--- src/rtl/ahb_mas_arb.sv ---
// Two-requester AHB-Lite master: round-robin arbitration, SINGLE/INCR4 bursts, error abort.
// Define AHB_MAS_ARB_HWSTRB_EN to add the hwstrb byte-strobe output.
module ahb_mas_arb #(
   parameter int ADDRWIDTH = 32,
   parameter int DATAWIDTH = 32
) (
   input  logic                 hclk,
   input  logic                 hreset,
   input  logic                 req0_valid,
   output logic                 req0_ready,
   input  logic [ADDRWIDTH-1:0] req0_addr,
   input  logic                 req0_write,
   input  logic [2:0]           req0_size,
   input  logic                 req0_incr4,
   input  logic [DATAWIDTH-1:0] req0_wdata,
   output logic                 req0_wack,
   output logic                 rsp0_valid,
   output logic [DATAWIDTH-1:0] rsp0_data,
   output logic                 rsp0_done,
   output logic                 rsp0_err,
   input  logic                 req1_valid,
   output logic                 req1_ready,
   input  logic [ADDRWIDTH-1:0] req1_addr,
   input  logic                 req1_write,
   input  logic [2:0]           req1_size,
   input  logic                 req1_incr4,
   input  logic [DATAWIDTH-1:0] req1_wdata,
   output logic                 req1_wack,
   output logic                 rsp1_valid,
   output logic [DATAWIDTH-1:0] rsp1_data,
   output logic                 rsp1_done,
   output logic                 rsp1_err,
   output logic [ADDRWIDTH-1:0] haddr,
   output logic [1:0]           htrans,
   output logic [2:0]           hburst,
   output logic [2:0]           hsize,
   output logic                 hwrite,
   output logic [DATAWIDTH-1:0] hwdata,
`ifdef AHB_MAS_ARB_HWSTRB_EN
   output logic [DATAWIDTH/8-1:0] hwstrb,
`endif
   input  logic [DATAWIDTH-1:0] hrdata,
   input  logic                 hready,
   input  logic                 hresp,
   output logic [1:0]           dbg_state
);

   // Requester handshake: reqN_ready pulses in the single IDLE cycle a command is
   // taken; the command is latched then and reqN_valid is ignored until done.
   localparam logic [2:0] MAX_SIZE   = 3'($clog2(DATAWIDTH/8));
   localparam logic [1:0] TRANS_IDLE = 2'b00;
   localparam logic [1:0] TRANS_NSEQ = 2'b10;
   localparam logic [1:0] TRANS_SEQ  = 2'b11;

   typedef enum logic [1:0] {
      S_IDLE = 2'd0,
      S_ADDR = 2'd1,
      S_DATA = 2'd2,
      S_ERR  = 2'd3
   } state_t;

   state_t               state_q, state_d;
   logic                 gnt_q, last_q;
   logic [ADDRWIDTH-1:0] addr_q;
   logic                 write_q;
   logic [2:0]           size_q;
   logic                 incr4_q;
   logic [1:0]           beat_q;
   logic                 dph_q;

   logic grant, gnt_d, accept, dp_done, done, err;
   logic illegal, last_beat, wr_ack, rd_vld;
   logic [DATAWIDTH-1:0] wdata_sel;

   assign illegal   = (size_q > MAX_SIZE);
   assign last_beat = incr4_q ? (beat_q == 2'd3) : 1'b1;

   always_comb begin
      state_d = state_q;
      grant   = 1'b0;
      gnt_d   = gnt_q;
      accept  = 1'b0;
      dp_done = 1'b0;
      done    = 1'b0;
      err     = 1'b0;
      htrans  = TRANS_IDLE;
      case (state_q)
         S_IDLE: begin
            if (req0_valid || req1_valid) begin
               grant   = 1'b1;
               gnt_d   = (req0_valid && req1_valid) ? ~last_q : req1_valid;
               state_d = S_ADDR;
            end
         end
         S_ADDR: begin
            if (illegal) begin
               done    = 1'b1;
               err     = 1'b1;
               state_d = S_IDLE;
            end else if (dph_q && hresp && !hready) begin
               state_d = S_ERR;
            end else begin
               htrans = (beat_q == 2'd0) ? TRANS_NSEQ : TRANS_SEQ;
               if (hready) begin
                  accept  = 1'b1;
                  dp_done = dph_q;
                  if (last_beat) state_d = S_DATA;
               end
            end
         end
         S_DATA: begin
            if (hresp && !hready) begin
               state_d = S_ERR;
            end else if (hready) begin
               dp_done = 1'b1;
               done    = 1'b1;
               state_d = S_IDLE;
            end
         end
         S_ERR: begin
            if (hready) begin
               done    = 1'b1;
               err     = 1'b1;
               state_d = S_IDLE;
            end
         end
      endcase
   end

   always_ff @(posedge hclk or posedge hreset) begin
      if (hreset) begin
         state_q <= S_IDLE;
         gnt_q   <= 1'b0;
         last_q  <= 1'b1;
         addr_q  <= '0;
         write_q <= 1'b0;
         size_q  <= 3'd0;
         incr4_q <= 1'b0;
         beat_q  <= 2'd0;
         dph_q   <= 1'b0;
      end else begin
         state_q <= state_d;
         if (grant) begin
            gnt_q   <= gnt_d;
            last_q  <= gnt_d;
            addr_q  <= gnt_d ? req1_addr  : req0_addr;
            write_q <= gnt_d ? req1_write : req0_write;
            size_q  <= gnt_d ? req1_size  : req0_size;
            incr4_q <= gnt_d ? req1_incr4 : req0_incr4;
            beat_q  <= 2'd0;
         end else if (accept && !last_beat) begin
            beat_q <= beat_q + 2'd1;
            addr_q <= addr_q + (ADDRWIDTH'(1) << size_q);
         end
         // A data phase is outstanding from each address acceptance until the burst ends.
         if (accept) dph_q <= 1'b1;
         else if (state_d == S_IDLE || state_d == S_ERR) dph_q <= 1'b0;
      end
   end

   assign wdata_sel = gnt_q ? req1_wdata : req0_wdata;
   assign wr_ack    = dp_done && write_q;
   assign rd_vld    = dp_done && !write_q;

   assign haddr     = addr_q;
   assign hburst    = incr4_q ? 3'b011 : 3'b000;
   assign hsize     = size_q;
   assign hwrite    = write_q;
   assign hwdata    = (dph_q && write_q) ? wdata_sel : '0;
   assign dbg_state = state_q;

   assign req0_ready = grant && !hreset && !gnt_d;
   assign req1_ready = grant && !hreset && gnt_d;
   assign req0_wack  = wr_ack && !gnt_q;
   assign req1_wack  = wr_ack && gnt_q;
   assign rsp0_valid = rd_vld && !gnt_q;
   assign rsp1_valid = rd_vld && gnt_q;
   assign rsp0_data  = (rd_vld && !gnt_q) ? hrdata : '0;
   assign rsp1_data  = (rd_vld && gnt_q) ? hrdata : '0;
   assign rsp0_done  = done && !gnt_q;
   assign rsp1_done  = done && gnt_q;
   assign rsp0_err   = err && !gnt_q;
   assign rsp1_err   = err && gnt_q;

`ifdef AHB_MAS_ARB_HWSTRB_EN
   localparam int NBYTES = DATAWIDTH/8;
   logic [ADDRWIDTH-1:0] dp_addr_q;
   logic [ADDRWIDTH-1:0] dp_off;

   always_ff @(posedge hclk or posedge hreset) begin
      if (hreset) dp_addr_q <= '0;
      else if (accept) dp_addr_q <= addr_q;
   end

   assign dp_off = dp_addr_q & ADDRWIDTH'(NBYTES-1);

   // Byte lane b is enabled when it lies in the same size-aligned block as the beat address.
   always_comb begin
      hwstrb = '0;
      if (dph_q && write_q) begin
         for (int b = 0; b < NBYTES; b++) begin
            hwstrb[b] = ((ADDRWIDTH'(b) >> size_q) == (dp_off >> size_q));
         end
      end
   end
`endif

endmodule

--- config.mk ---
export PLATFORM = sky130hd
export DESIGN_NAME = ahb_mas_arb
export DESIGN_NICKNAME = d
export VERILOG_FILES = /design/src/rtl/ahb_mas_arb.sv
export SDC_FILE = /design/constraint.sdc
export NUM_CORES = 1
export LEC_CHECK = 0
export ABC_AREA = 1
export ABC_CLOCK_PERIOD_IN_PS = 2500
export CELL_PAD_IN_SITES_DETAIL_PLACEMENT = 0
export CELL_PAD_IN_SITES_GLOBAL_PLACEMENT = 2
export CORE_ASPECT_RATIO = 1.1
export CORE_UTILIZATION = 16
export CTS_CLUSTER_SIZE = 25
export DETAILED_ROUTE_END_ITERATION = 8
export PLACE_DENSITY_LB_ADDON = 0.1
export SYNTH_ARGS = -nofsm -noshare
export SYNTH_HDL_FRONTEND = slang
export SYNTH_SLANG_ARGS = --single-unit
--- constraint.sdc ---
create_clock -name hclk -period 2.5 [get_ports hclk]
set_input_delay 0.5 -clock hclk [delete_from_list [all_inputs] [get_ports hclk]]
set_output_delay 0.5 -clock hclk [all_outputs]
set_load 0.01 [all_outputs]
== Yosys cells after proc, flatten, opt, wreduce, memory -nomap -nowiden ==
Cells that the tools add are included.
W data, S select, Z words.

* Divide/modulo/power cells: 0
* Muxes and demuxes: 45
* Equal/unequal tests: 5
* $mul: 0
* Bitwise logic cells: 1
* Add/sub/neg operators: 2
* Shift operators: 1
* Order comparisons: 1
* Reductions and logical operators: 32

{| class="wikitable"
|+ Operators by type and width
! cell !! number
|-
| $mux W32 || 7
|-
| $add A32 B32 Y32 || 1
|-
| $shl A1 B3 Y32 const A || 1
|-
| $mux W2 || 13
|-
| $mux W1 || 20
|-
| $logic_and A1 B1 Y1 || 19
|-
| $eq A2 B2 Y1 const B || 4
|-
| $pmux W2 S4 || 1
|-
| $logic_not A1 Y1 || 6
|-
| $logic_not A2 Y1 || 3
|-
| $pmux W1 S2 || 2
|-
| $reduce_bool A2 Y1 || 2
|-
| $gt A3 B2 Y1 const B || 1
|-
| $mux W3 || 1
|-
| $pmux W1 S3 || 1
|-
| $add A2 B1 Y2 const B || 1
|-
| $eq A2 B1 Y1 const B || 1
|-
| $logic_or A1 B1 Y1 || 2
|-
| $not A1 Y1 || 1
|}

* Bits in latches: 0
* Bits in writable memories: 0
* Word-level logic and storage cells: 96
* Bits in registers: 44
* Memories kept: 0
* Input port bits: 176
* Bits in read-only memories: 0

== Longest topological paths before layout ==
* Word-level depth: 11
* Mapped depth: 14
* Mapped depth without buffers: 14

== Least setup slack after synthesis ==
No wires, ideal clock.

* Path kind: input port to output port
* Start point: input hreset
* End point: output req1_ready
* Data arrival time: 1.817 ns
* Setup slack: 0.183 ns
* Path buffers: 0
* Required time: 2.000 ns
* Stages: 3
* Path through: inv_1 -> nand2_1 -> nor2_1

* Word-level cells in the longest chain between the ends: 3

{| class="wikitable"
|+ Ends and longest elaborated chain
! what !! RTL line !! source
|-
| start, declared || 8 || <nowiki>input logic hreset,</nowiki>
|-
| $logic_not A1 Y1 || 173 || <nowiki>assign req1_ready = grant && !hreset && gnt_d;</nowiki>
|-
| $logic_and A1 B1 Y1 (2 in a row) || 173 ||
|-
| end, declared || 22 || <nowiki>output logic req1_ready,</nowiki>
|}

No other way between the ends.

== Final worst setup path ==
* Start point: register state_q[1] (netlist: dbg_state[1])
* End point: output rsp1_data[15]

* Word-level cells in the longest chain between the ends: 5
* Elaborated cells between the ends (all ways): 6
* Classes of those cells: eq/ne (2); mux (2); reduce/logical (2)

{| class="wikitable"
|+ Ends and longest elaborated chain
! what !! RTL line !! source
|-
| start, declared || 62 || <nowiki>state_t state_q, state_d;</nowiki>
|-
| start signal, assigned || 142 || <nowiki>state_q <= state_d;</nowiki>
|-
| $eq A2 B2 Y1 or $eq A2 B1 Y1 (tied branches) || 87 || <nowiki>case (state_q)</nowiki>
|-
| $pmux W1 S2 * || 87 ||
|-
| $logic_and A1 B1 Y1 * || 163 || <nowiki>assign rd_vld = dp_done && !write_q;</nowiki>
|-
| $logic_and A1 B1 Y1 * || 179 || <nowiki>assign rsp1_data = (rd_vld && gnt_q) ? hrdata : '0;</nowiki>
|-
| $mux W32 * || 179 ||
|-
| end, declared || 30 || <nowiki>output logic [DATAWIDTH-1:0] rsp1_data,</nowiki>
|}

Mark *: on every way between the ends. The rest lies on a longest branch, timed or not.

==> results list <==
- The synthesized netlist occupies a cell area of between 4000 and 5000 µm².
- Entering global routing, the biggest net connects 45 pins.
- The design draws 8.46 mW.
- In this run the power density over the cells is about 910 nW/µm².
- In this run the vertical extent of the chip is between 150 and 200 µm.
- Fraction of synthesized area in multiplexers: 0
* Boundary Pins: approximately 330
- The max-slew violation total from the final report came to 0.
- During placement, the flow inserted port buffers numbering 323.
- Unrepaired setup endpoints after global routing: true
- Post-layout instance area: about 9300 µm²
- The flow ran to the end, but the final reports show violations.
* Highest-delay cell along the critical path: sky130_fd_sc_hd__dfrtp_1
- Leakage: approximately 4.4 nW
* Hold buffer count at CTS: 0
- The startpoint identified for the worst register-to-register timing path is hsize[1]$_DFFE_PP0P_.
- The later pin in the worst-skew pair is clocked with a latency of approximately 0.30 ns.
- Counting instances, the worst hold path has a depth of 2.
* Non-filler cells, final: approximately 1600
* Number of antenna violations at the first check in global routing: 3
* Internal power contribution: ~4.2 mW
- Synth cell count leaders: sky130_fd_sc_hd__nand2_1, sky130_fd_sc_hd__nor2_1, sky130_fd_sc_hd__inv_1
- Shortest clock period the worst path allows after layout: 2.56 ns
- Simple logic cell fraction of the synthesized area: 0.425
- Of the synthesized area, sequential elements account for 0.233.
* Final setup violation count: 32
* Yosys synthesis warning count: 0
- The tree is rooted in a sky130_fd_sc_hd__clkbuf_16.
* F_max: approximately 390 MHz
- Count of flip-flops with a built-in enable after synthesis: 0
* Post-Synth XOR/XNOR Area: 0.00370
- Final #Nets: about 1400
* Pin slew with the least headroom to its limit: between 0.6 and 0.7 ns
* Detailed-router iteration count before antenna repair: 6
- Beginning of the worst hold path: last_q$_DFFE_PP1P_
- The largest total area in the synthesized netlist belongs to sky130_fd_sc_hd__dfrtp_1.
- For the worst setup path, the data arrival time is roughly 2 ns.
- Cell count after placement: between 1500 and 2000
- The final route contains about 6500 vias.
- The share of total power dissipated in combinational logic is 0.728.
* Detail Placement HPWL: between 20000 and 25000 µm
* Maximum clock path buffer count: 2
* Worst setup timing slack at the placement stage: -0.400 ns
- Final count of hold timing violations: 0
* Global placer's final weighted congestion: 0.776
- Routed len/inst: 17.4 µm
- In this run the cell area measured after placement is about 8700 µm².
- The first global-routing pass estimated about 40000 µm of wire.
- Of the cells placed in the final design, the portion with a size suffix greater than 1 is 0.195.
- The number of different library cells used by synthesis comes to 38.
* Launching element type of the critical path: register
- Of the total power, the clock network draws 0.095.
- WL final: 27300 µm
- Post-synth net total: ~1000
* Sw Pwr: roughly 4.3 mW
* Critical Path Fanout Max: 6
* Setup slack of the worst register-to-register path: about 0.16 ns
- Chip Width: roughly 170 µm
- Counting cells, the worst reg-to-reg path comes to 11.
- Switching power share of the total: 0.507
- After synthesis, the largest family of logic cells by area is simple AND/OR/NAND/NOR gates.
- Tracing the worst setup path back leads to its startpoint at dbg_state[1]$_DFF_PP0_.
- Residual DRC: 33
- TritonCTS built the clock tree.
- Across all setup checks in the final design, the least slack found is -0.0647 ns.
* Share of the clock period used by the worst path: 1.03
- Most instantiated flip-flop cell in the synthesis netlist: sky130_fd_sc_hd__dfrtp_1
* Compound-cell area share of the yosys netlist: 0.163
* Critical path class: register to output pin
* H-tree depth reported by CTS: 2
- The cell that appears most often on the critical path is sky130_fd_sc_hd__nand2_2.
- The floorplan step defined a core boundary enclosing around 29000 µm².
- For hold timing, the worst endpoint is last_q$_DFFE_PP1P_.
* Area of the die: slightly above 30000 µm²
* Global-route usage over all layers: 0.177
* Max incr delay on CP: 0.39 ns
* Proportion of register bits with asynchronous set or reset after synthesis: 1.00
* Synth top area share: 0.228
- Worst supply voltage drop on vdd: 0.287 mV
- Aggregate global routing overflow: 0
* Top area cells in the synthesized netlist: sky130_fd_sc_hd__dfrtp_1, sky130_fd_sc_hd__nand2_1, sky130_fd_sc_hd__nor2_1, sky130_fd_sc_hd__a21oi_1, sky130_fd_sc_hd__inv_1
* Number of nets with antenna violations after routing: 0
- Hold timing on the final database bottoms out at a slack of between 0.4 and 0.5 ns.
* Post-synthesis share of cell area spent on full adders, half adders and majority gates: 0.0439
- Critical path, cell by cell: inv_2 > ha_4 > nand3_4 > inv_4 > nand3_2 > nand2_2 > nand2_2 > nor2_4 > buf_6 > nand2_8 > clkbuf_16 > nor2_1 > buf_2
* Worst Skew: roughly 0.012 ns
- Post-Synthesis Cells: approximately 850
- For this block, the initial DRC count from the detailed router was between 300 and 400.
- The tool flagged a number of max-cap violations equal to 0.
- Library cell with the highest instance count after synthesis: sky130_fd_sc_hd__nand2_1
* Yosys reg bits: 44
* Rows: 65
* Required @ worst endpoint: 2.00 ns
- Number of buffers added by the clock tree synthesis step: 5
* Number of clock sinks seen by CTS: 44
- A synthesized cell averages about 5.6 µm².
* Classification of the worst-slack hold path: register to register
- STA classifies the critical path endpoint as an output pin.
- Initial Utilization: 0.164
- The via count of the first global-routing pass was roughly 6600.
* Sequential Power Share: 0.177
* Area delta synth->final: 96.4%
- Failing checks: design-rule violations, negative setup slack
- Dividing the detail-routed via count by the number of cells gives between 4 and 5.
- The endpoint identified for the worst register-to-register timing path is haddr[9]$_DFFE_PP0P_.
- Normalized max-slew margin: 0.572
- Clock transition at the register clock pins on the worst setup and hold paths after CTS: 0.07 ns
[through the flow]
| stage | setup TNS [ns] | utilization |
|---|---|---|
| floorplan | 0 | - |
| global placement | -24.13 | 0.300 |
| detailed placement | -25.23 | 0.300 |
| CTS | -2.16 | 0.303 |
| global route | -8.58 | 0.322 |
| finish | -1.23 | 0.322 |
[logic make-up (layout without fill, tap and decap cells)]
logic type / Yosys count / after routing
buffers and inverters: 141 / 499
other: 1 / 2
AOI/OAI and AO/OA: 144 / 144
and+or+nand+nor: 497 / 497
xor gates and xnor gates: 2 / 2
DFF: 44 / 44
adders and majority gates: 16 / 16
[placed cells by master, fill, tap and decap left out, types with 23 or more instances in the layout]
| cell type | n |
|---|---|
| sky130_fd_sc_hd__nand2_1 | 235 |
| sky130_fd_sc_hd__inv_1 | 90 |
| sky130_fd_sc_hd__o21ai_0 | 44 |
| sky130_fd_sc_hd__clkdlybuf4s50_1 | 245 |
| sky130_fd_sc_hd__dfrtp_1 | 42 |
| sky130_fd_sc_hd__nor2_4 | 31 |
| sky130_fd_sc_hd__buf_2 | 37 |
| sky130_fd_sc_hd__buf_6 | 34 |
| sky130_fd_sc_hd__a21oi_1 | 72 |
| sky130_fd_sc_hd__nand3_1 | 28 |
| sky130_fd_sc_hd__nor2_2 | 23 |
| sky130_fd_sc_hd__nor2_1 | 134 |
| sky130_fd_sc_hd__buf_4 | 49 |
[sequential cells by signal, indices dropped and copies added (netlist names)]
register,cells
haddr,32
dbg_state,2
incr4_q,1
dph_q,1
beat_q,2
hwrite,1
hsize,3
gnt_q,1
last_q,1
[layer usage]
layer | vias up | global-route usage | wire length [µm]
met5 | - | 0 | 20
met4 | 4 | 0.0430 | 501
met3 | 29 | 0.0453 | 2230
met2 | 229 | 0.328 | 14000
met1 | 2889 | 0.200 | 10600
li1 | 3379 | - | -
[worst max-delay path, delay by kind of cell (launching register included)]
family	cells	cell delay, ns
adder cells (fa/ha/maj)	1	0.14
buffers and inverters	5	0.59
flip-flops	1	0.39
AND/OR/NAND/NOR	7	0.64
[power groups by stage]
stage	sequential, mW	clock (mW)	combinational, mW
floorplan	1.52	0	3.12
global placement	1.51	0	6.13
detailed placement	1.52	0	6.11
CTS	1.51	0.841	6.15
global route	1.57	0.851	6.90
finish	1.50	0.801	6.16
[layout make-up]
cell class / instances / area [µm²]
tap: 368 / 460
inverter: 102 / 390
clock inverter: 3 / 46.3
multi-input combinational: 660 / 3400
antenna: 1 / 2.50
timing repair buffer: 389 / 3760
sequential: 44 / 1100
clock buffer: 5 / 125
fill: 3251 / 19600
[how the worst max path moves through the flow]
| stage | slack (ns) | end | cells after the start |
|---|---|---|---|
| after floorplan | 0.18 | req1_ready | 3 |
| after global placement | -0.38 | rsp1_data[0] | 9 |
| after detailed placement | -0.40 | rsp1_data[23] | 9 |
| after CTS | -0.14 | rsp0_data[25] | 12 |
| after global routing | -0.20 | rsp1_data[15] | 13 |
| final | -0.06 | rsp1_data[15] | 13 |
[timing repair]
action	4_1_cts	5_1_grt
endpoints found under the setup margin	76	101
cloned	3	4
resized for setup	284	149
buffers inserted	5	3
pin swaps	0	4
Note: power is estimated with default switching activity, not from simulation.
